`src/rtl/encode_add_sched.sv`:
```
// Purpose: launches the encode unit, forwards its K writes, then streams K+V (mod q) into C RAM.
// Latency: ADD+DRAIN span NWORDS+1 cycles; C writes trail K/V reads by one cycle; done follows the last write.
// Backpressure: none; RAMs accept one access per cycle and the encoder is paced by its own done level.
module encode_add_sched #(
    parameter int T      = 4,
    parameter int WQ     = 16,
    parameter int NWORDS = 16,
    parameter int AW     = 4
) (
    input  logic              i_clk,
    input  logic              i_rst,
    input  logic              i_start,
    input  logic [2:0]        i_sec_level,
    output logic              o_enc_start,
    input  logic              i_enc_wen,
    input  logic [AW-1:0]     i_enc_addr,
    input  logic [T*WQ-1:0]   i_enc_data,
    input  logic              i_enc_done,
    output logic              o_k_wen,
    output logic [AW-1:0]     o_k_addr,
    output logic [T*WQ-1:0]   o_k_wdata,
    output logic              o_k_ren,
    input  logic [T*WQ-1:0]   i_k_rdata,
    output logic              o_v_ren,
    output logic [AW-1:0]     o_v_addr,
    input  logic [T*WQ-1:0]   i_v_rdata,
    output logic              o_c_wen,
    output logic [AW-1:0]     o_c_addr,
    output logic [T*WQ-1:0]   o_c_wdata,
    output logic              o_busy,
    output logic              o_done
);

    typedef enum logic [2:0] {
        S_IDLE,
        S_LAUNCH,
        S_ENC,
        S_ADD,
        S_DRAIN,
        S_DONE
    } state_t;

    state_t          r_state;
    logic [2:0]      r_lvl;
    logic            r_seen_low;
    logic [AW-1:0]   r_rd_addr;
    logic [AW-1:0]   r_waddr;
    logic            r_valid;
    logic            r_done;
    logic            r_busy;
    logic            r_enc_start;
    logic            w_mod15;
    logic [T*WQ-1:0] w_sum;

    // Level 3 and 5 use the full 16-bit lane; every other level code behaves as level 1 (mod 2^15).
    assign w_mod15 = !((r_lvl == 3'd3) || (r_lvl == 3'd5));

    // Control FSM plus the one-cycle read-to-write pipeline for the C RAM.
    always_ff @(posedge i_clk) begin
        if (i_rst) begin
            r_state     <= S_IDLE;
            r_lvl       <= 3'd0;
            r_seen_low  <= 1'b0;
            r_rd_addr   <= '0;
            r_waddr     <= '0;
            r_valid     <= 1'b0;
            r_done      <= 1'b0;
            r_busy      <= 1'b0;
            r_enc_start <= 1'b0;
        end else begin
            r_enc_start <= 1'b0;
            case (r_state)
                S_IDLE, S_DONE: begin
                    if (i_start) begin
                        r_lvl       <= i_sec_level;
                        r_done      <= 1'b0;
                        r_busy      <= 1'b1;
                        r_enc_start <= 1'b1;
                        r_state     <= S_LAUNCH;
                    end
                end
                S_LAUNCH: begin
                    // Forget any done level from a previous run before watching for the new one.
                    r_seen_low <= 1'b0;
                    r_state    <= S_ENC;
                end
                S_ENC: begin
                    if (!i_enc_done) begin
                        r_seen_low <= 1'b1;
                    end
                    if (i_enc_done && r_seen_low) begin
                        r_rd_addr <= '0;
                        r_state   <= S_ADD;
                    end
                end
                S_ADD: begin
                    r_rd_addr <= r_rd_addr + 1'b1;
                    if (r_rd_addr == AW'(NWORDS - 1)) begin
                        r_state <= S_DRAIN;
                    end
                end
                S_DRAIN: begin
                    r_done  <= 1'b1;
                    r_busy  <= 1'b0;
                    r_state <= S_DONE;
                end
                default: r_state <= S_IDLE;
            endcase
            r_valid <= (r_state == S_ADD);
            r_waddr <= r_rd_addr;
        end
    end

    // K port belongs to the encoder during ENC and to the read stream during ADD; idle otherwise.
    always_comb begin
        o_k_wen   = 1'b0;
        o_k_addr  = '0;
        o_k_wdata = '0;
        o_k_ren   = 1'b0;
        o_v_ren   = 1'b0;
        o_v_addr  = '0;
        case (r_state)
            S_ENC: begin
                o_k_wen   = i_enc_wen;
                o_k_addr  = i_enc_addr;
                o_k_wdata = i_enc_data;
            end
            S_ADD: begin
                o_k_ren  = 1'b1;
                o_v_ren  = 1'b1;
                o_k_addr = r_rd_addr;
                o_v_addr = r_rd_addr;
            end
            default: begin
            end
        endcase
    end

    // Lane-wise add with no inter-lane carry; the top bit is dropped for the 2^15 modulus.
    for (genvar j = 0; j < T; j++) begin : g_lane
        logic [WQ-1:0] w_raw;
        assign w_raw = i_k_rdata[j*WQ +: WQ] + i_v_rdata[j*WQ +: WQ];
        assign w_sum[j*WQ +: WQ] = {w_raw[WQ-1] & ~w_mod15, w_raw[WQ-2:0]};
    end

    assign o_enc_start = r_enc_start;
    assign o_c_wen     = r_valid;
    assign o_c_addr    = r_waddr;
    assign o_c_wdata   = w_sum;
    assign o_busy      = r_busy;
    assign o_done      = r_done;

endmodule
```
`config.mk`:
```
export PLATFORM = sky130hd
export DESIGN_NAME = encode_add_sched
export DESIGN_NICKNAME = d
export VERILOG_FILES = /design/src/rtl/encode_add_sched.sv
export SDC_FILE = /design/constraint.sdc
export NUM_CORES = 1
export LEC_CHECK = 0
export CORE_AREA = 2 2 137 139
export CTS_CLUSTER_DIAMETER = 120
export DETAILED_ROUTE_END_ITERATION = 8
export DIE_AREA = 0 0 139 141
export PLACE_DENSITY_LB_ADDON = 0.2
export RECOVER_POWER = 50
export SYNTH_ARGS = -nofsm -noshare
export SYNTH_HDL_FRONTEND = slang
export SYNTH_SLANG_ARGS = --single-unit
```
`constraint.sdc`:
```
create_clock -name i_clk -period 4.1 [get_ports i_clk]
set_input_delay 0.41 -clock i_clk [delete_from_list [all_inputs] [get_ports i_clk]]
set_output_delay 0.41 -clock i_clk [all_outputs]
set_load 0.02 [all_outputs]
```
; Yosys cells after proc, flatten, opt, wreduce, memory -nomap -nowiden
; Index checks and enable logic that the tools add are counted.
[classes]
n_bitwise = 5
n_reduce_logical = 13
n_addsub = 5
muxes = 18
eq_ne = 12
[op_table]
columns = op, count
row1 = $add A16 B16 Y16, 4
row2 = $mux W64, 1
row3 = $pmux W4 S2, 2
row4 = $pmux W3 S5, 1
row5 = $eq A3 B2 Y1 const B, 3
row6 = $eq A3 B3 Y1 const B, 3
row7 = $mux W3, 3
row8 = $mux W4, 2
row9 = $ne A2 B2 Y1 const B, 4
row10 = $reduce_and A2 Y1, 4
row11 = $mux W1, 6
row12 = $pmux W1 S2, 3
row13 = $reduce_bool A2 Y1, 3
row14 = $add A4 B1 Y4 const B, 1
row15 = $and A1 B1 Y1, 4
row16 = $eq A4 B4 Y1 const B, 1
row17 = $reduce_or A2 Y1, 2
row18 = $eq A3 B1 Y1 const B, 1
row19 = $logic_not A3 Y1, 1
row20 = $reduce_and A3 Y1, 1
row21 = $logic_and A1 B1 Y1, 1
row22 = $logic_or A1 B1 Y1, 1
row23 = $not A1 Y1, 1
[totals]
inputBits = 204
word_cells = 62
reg_bits = 19

; Depth between registers and ports, before layout
; Gate-level depths: netlist of run 1.
[logic_depth]
ltp_word = 4
mapped_depth = 9
mapped_depth_nobuf = 9

; Least setup slack after synthesis of run 1
; OpenSTA, ideal clock, no wires.
[synth_timing]
kind = in2out
startpoint = in i_k_rdata[0]
endpoint = out o_c_wdata[12]
stages = 9
t_arrival_ns = 2.405
slack_ns = 1.285
path_cell_list = ha_1 > fa_1 > a21o_1 > a21oi_2 > o21ai_1 > a211oi_1 > nor2_1 > o41ai_1 > xnor2_1
[synth_via]
elab_chain_len = 1
[synth_rtl]
columns = item, line
row1 = from (decl), 23  ; input logic [T*WQ-1:0] i_k_rdata,
row2 = $add A16 B16 Y16, 142  ; assign w_raw = i_k_rdata[j*WQ +: WQ] + i_v_rdata[j*WQ +: WQ];
row3 = to (decl), 29  ; output logic [T*WQ-1:0] o_c_wdata,
; No other way between the ends.

; Worst setup path in the final report of run 1
[layout_timing]
startpoint = in i_k_rdata[1]
endpoint = out o_c_wdata[15]
[layout_via]
elab_chain_len = 2
[layout_rtl]
columns = item, line
row1 = $add A16 B16 Y16, 142
row2 = $and A1 B1 Y1, 143  ; assign w_sum[j*WQ +: WQ] = {w_raw[WQ-1] & ~w_mod15, w_raw[WQ-2:0]};
; No other way between the ends.

==> results of run 1 <==
## state kept, by name, indices dropped and copies added (netlist names)
signal / cells
o_c_addr: 4
r_rd_addr: 4
r_lvl: 3
r_state: 3
o_busy: 1
o_c_wen: 1
o_done: 1
o_enc_start: 1
r_seen_low: 1
## cells in the final DEF (no fill, tap or decap), types with 11 or more instances in the layout
| master | count |
|---|---|
| a21o_1 | 30 |
| a21oi_1 | 39 |
| and3_1 | 76 |
| clkdlybuf4s50_1 | 285 |
| dfxtp_1 | 19 |
| dlygate4sd3_1 | 65 |
| ha_1 | 61 |
| inv_1 | 12 |
| nand2_1 | 24 |
| nor2_1 | 57 |
| nor2b_1 | 11 |
| nor3_1 | 14 |
| o21a_1 | 11 |
| o21ai_0 | 11 |
| o21ai_1 | 13 |
| xnor2_1 | 37 |
| xor2_1 | 19 |
## where the power goes
part / switching, uW / total, uW / internal [uW] / leakage [uW]
clock: 65.6 / 198 / 132 / 0.0000382
combinational: 583 / 1220 / 636 / 0.00338
sequential: 7.61 / 199 / 192 / 0.000155
total: 656 / 1620 / 960 / 0.00357
## routing by layer
layer  vias to the layer above  part of all wire, %  global-route usage, %
li1                       2581                    -                      -
met1                      2178                   45                   20.2
met2                       215                   45                   24.9
met3                         6                  9.6                   4.52
met4                         0                 0.46                   1.54
met5                         -                    0                      0
## through the flow
stage / total power [uW] / util (%) / hold WS [ns] / cells
global route: 1730 / 42.2 / 0.518 / 1093
global placement: 1450 / 41.7 / 0.462 / 1089
detailed placement: 1440 / 41.7 / 0.469 / 1089
floorplan: 844 / - / 0.447 / 524
CTS: 1650 / 42.2 / 0.478 / 1093
finish: 1620 / 42.2 / 0.480 / 1093
## worst max-delay path, stage by stage
cell	delay, ns
clkdlybuf4s50_1	0.46
ha_1	0.31
a21o_1	0.17
a21oi_2	0.17
nor2b_1	0.08
o31a_1	0.28
o41a_1	0.39
a311oi_2	0.30
mux2i_1	0.24
clkdlybuf4s50_1	0.63
## cell type report
cell class / count / area share, %
Clock buffer: 4 / 1.02
Multi-Input combinational cell: 471 / 44.0
Tap cell: 234 / 3.80
Timing Repair Buffer: 353 / 45.7
Sequential cell: 19 / 4.94
Inverter: 12 / 0.585
## logic make-up after synthesis
kind of cell,count (synthesis),share of synthesized area [%]
AND/OR/NAND/NOR,201,26.6
AO/OA/AOI/OAI,144,24.7
adder cells (fa/ha/maj),65,21.7
XOR/XNOR,56,12.6
buffers and inverters,34,3.38
flip-flops,19,9.78
multiplexers,5,1.29
## worst paths after layout
path                            cells after the start            end
worst min register to register                      2         o_done
worst max-delay path                               10  o_c_wdata[15]
worst min-delay path                                2         o_done
worst max register to register                      6       r_lvl[2]
==> impl_metrics.csv, run 1 <==
group,metric,value,unit
layout,register_area,380,sq um
cts,cts_max_path_buffers,2,
detailed_routing,via_per_inst,4.56,
cts,cts_tree,"yes",
floorplanning,die_h,141,microns
logic_synthesis,synth_edf_count,0,
grt,grt_overflow_total,0,
floorplanning,die_area,19600,sq um
run_status,status,"finished with violations",
run_status,violations,"max-capacitance violations, max-slew violations",
logic_synthesis,synthTopCellsByArea,"ha_1, and3_1, dfxtp_1",
layout,nets,1129,
layout,final.fill_count,1888,
logic_synthesis,synth_area_per_cell,7.42,sq um
logic_synthesis,yosys-top-cells-count,"and3_1, ha_1, nor2_1",
cts,cts_buffers,3,
cts,postCtsSetupRepairBufs,0,
floorplanning,ios,351,
grt,grt_max_degree,71,
layout,stdcell_area,7710,sq um
detailed_routing,wirelength,16000,microns
layout,synthToLayoutAreaGrowth,98.2,%
layout,antenna_cells,0,
setup_path,worst-endpoint-arrival,3.44,ns
layout,multi_input_area,3390,sq um
timing,fmax,0.260,GHz
logic_synthesis,ys_seq_area_share,9.78,%
floorplanning,placeableCoreArea,18300,sq um
setup_path,r2r_start,"r_state[0]",
cts,cts_hold_buf,0,
setup_path,endpoint_kind,"output port",
cts,numClockSinks,19,
timing,maxSlewViolCount,68,
logic_synthesis,syn_nets,793,
detailed_routing,routedWlPerCell,14.7,microns
grt,antenna_found_initial,0,
place,dpl_cell_area,7620,sq um
floorplanning,die_w,139,microns
floorplanning,rows,50,
grt,grt_pass1_vias,4730,
timing,rsz0062_at_grt,"no",
logic_synthesis,mappedNetlistArea,3890,sq um
timing,slew_headroom,-37.0,%
pwr,power.leakage,0.00357,uW
min_path,hp-class,"flop to flop",
detailed_routing,drc,0,
logic_synthesis,syn_inst,524,
cts,cts_resized,0,
detailed_routing,route.vias.total,4980,
detailed_routing,ant_nets,0,
setup_path,path_class,"primary input to output port",
timing,min_period,3.85,ns
place,dp_slack,0.192,ns
setup_path,rrSetupSlack,1.19,ns
cts,cts.clk_slew.worst_paths,0.05,ns
place,dp.final_hpwl,13700,microns
setup_path,required,3.69,ns
layout,drive_gt1_share,1.40,%
cts,cts_root_buf,"clkbuf_16",
logic_synthesis,synth-main-ff-cell,"dfxtp_1",
detailed_routing,first_pass_iters,4,
cts,worstSkewPairLatency,0.25,ns
setup_path,worst_setup_path_start_kind,"primary input",
logic_synthesis,ys_types,46,
logic_synthesis,synth_top_area_share,19.6,%
detailed_routing,drtIter0Drc,150,
timing,finalHoldViolCount,0,
timing,setup_violations,0,
setup_path,path_max_fanout,3,
timing,tightest_slew,2.06,ns
min_path,hp-start,"o_done",
logic_synthesis,yosysTopAreaCell,"ha_1",
setup_path,crit_start,"i_k_rdata[1]",
logic_synthesis,yosys_register_bits,19,
run,maxCapViolCount,1,
place,io_buffers,350,
logic_synthesis,synth.most_common_cell,"and3_1",
timing,tns,0,ns
pwr,p_per_area,210,nW/um^2
timing,layout_setup_ws,0.252,ns
grt,grt_pass1_wl,24700,microns
grt,grt_use_total,15.1,%
place,gp_congestion,0.854,
cts,htreeDepth,1,
pwr,ir_drop,0.119,mV
timing,fin_crit_sh,93.9,%
logic_synthesis,synth_warnings,0,
logic_synthesis,synthArstFlopShare,0,%
timing,fin_skew,0.00159,ns
floorplanning,start_util,21.3,%
No activity file was read; power rests on OpenSTA's default activity.
==> run 2: changes to the inputs <==
TNS_END_PERCENT = 20   (was default)
==> results of run 2 <==
Same layout as run 1: the final DEF is identical, and so are final timing and power.
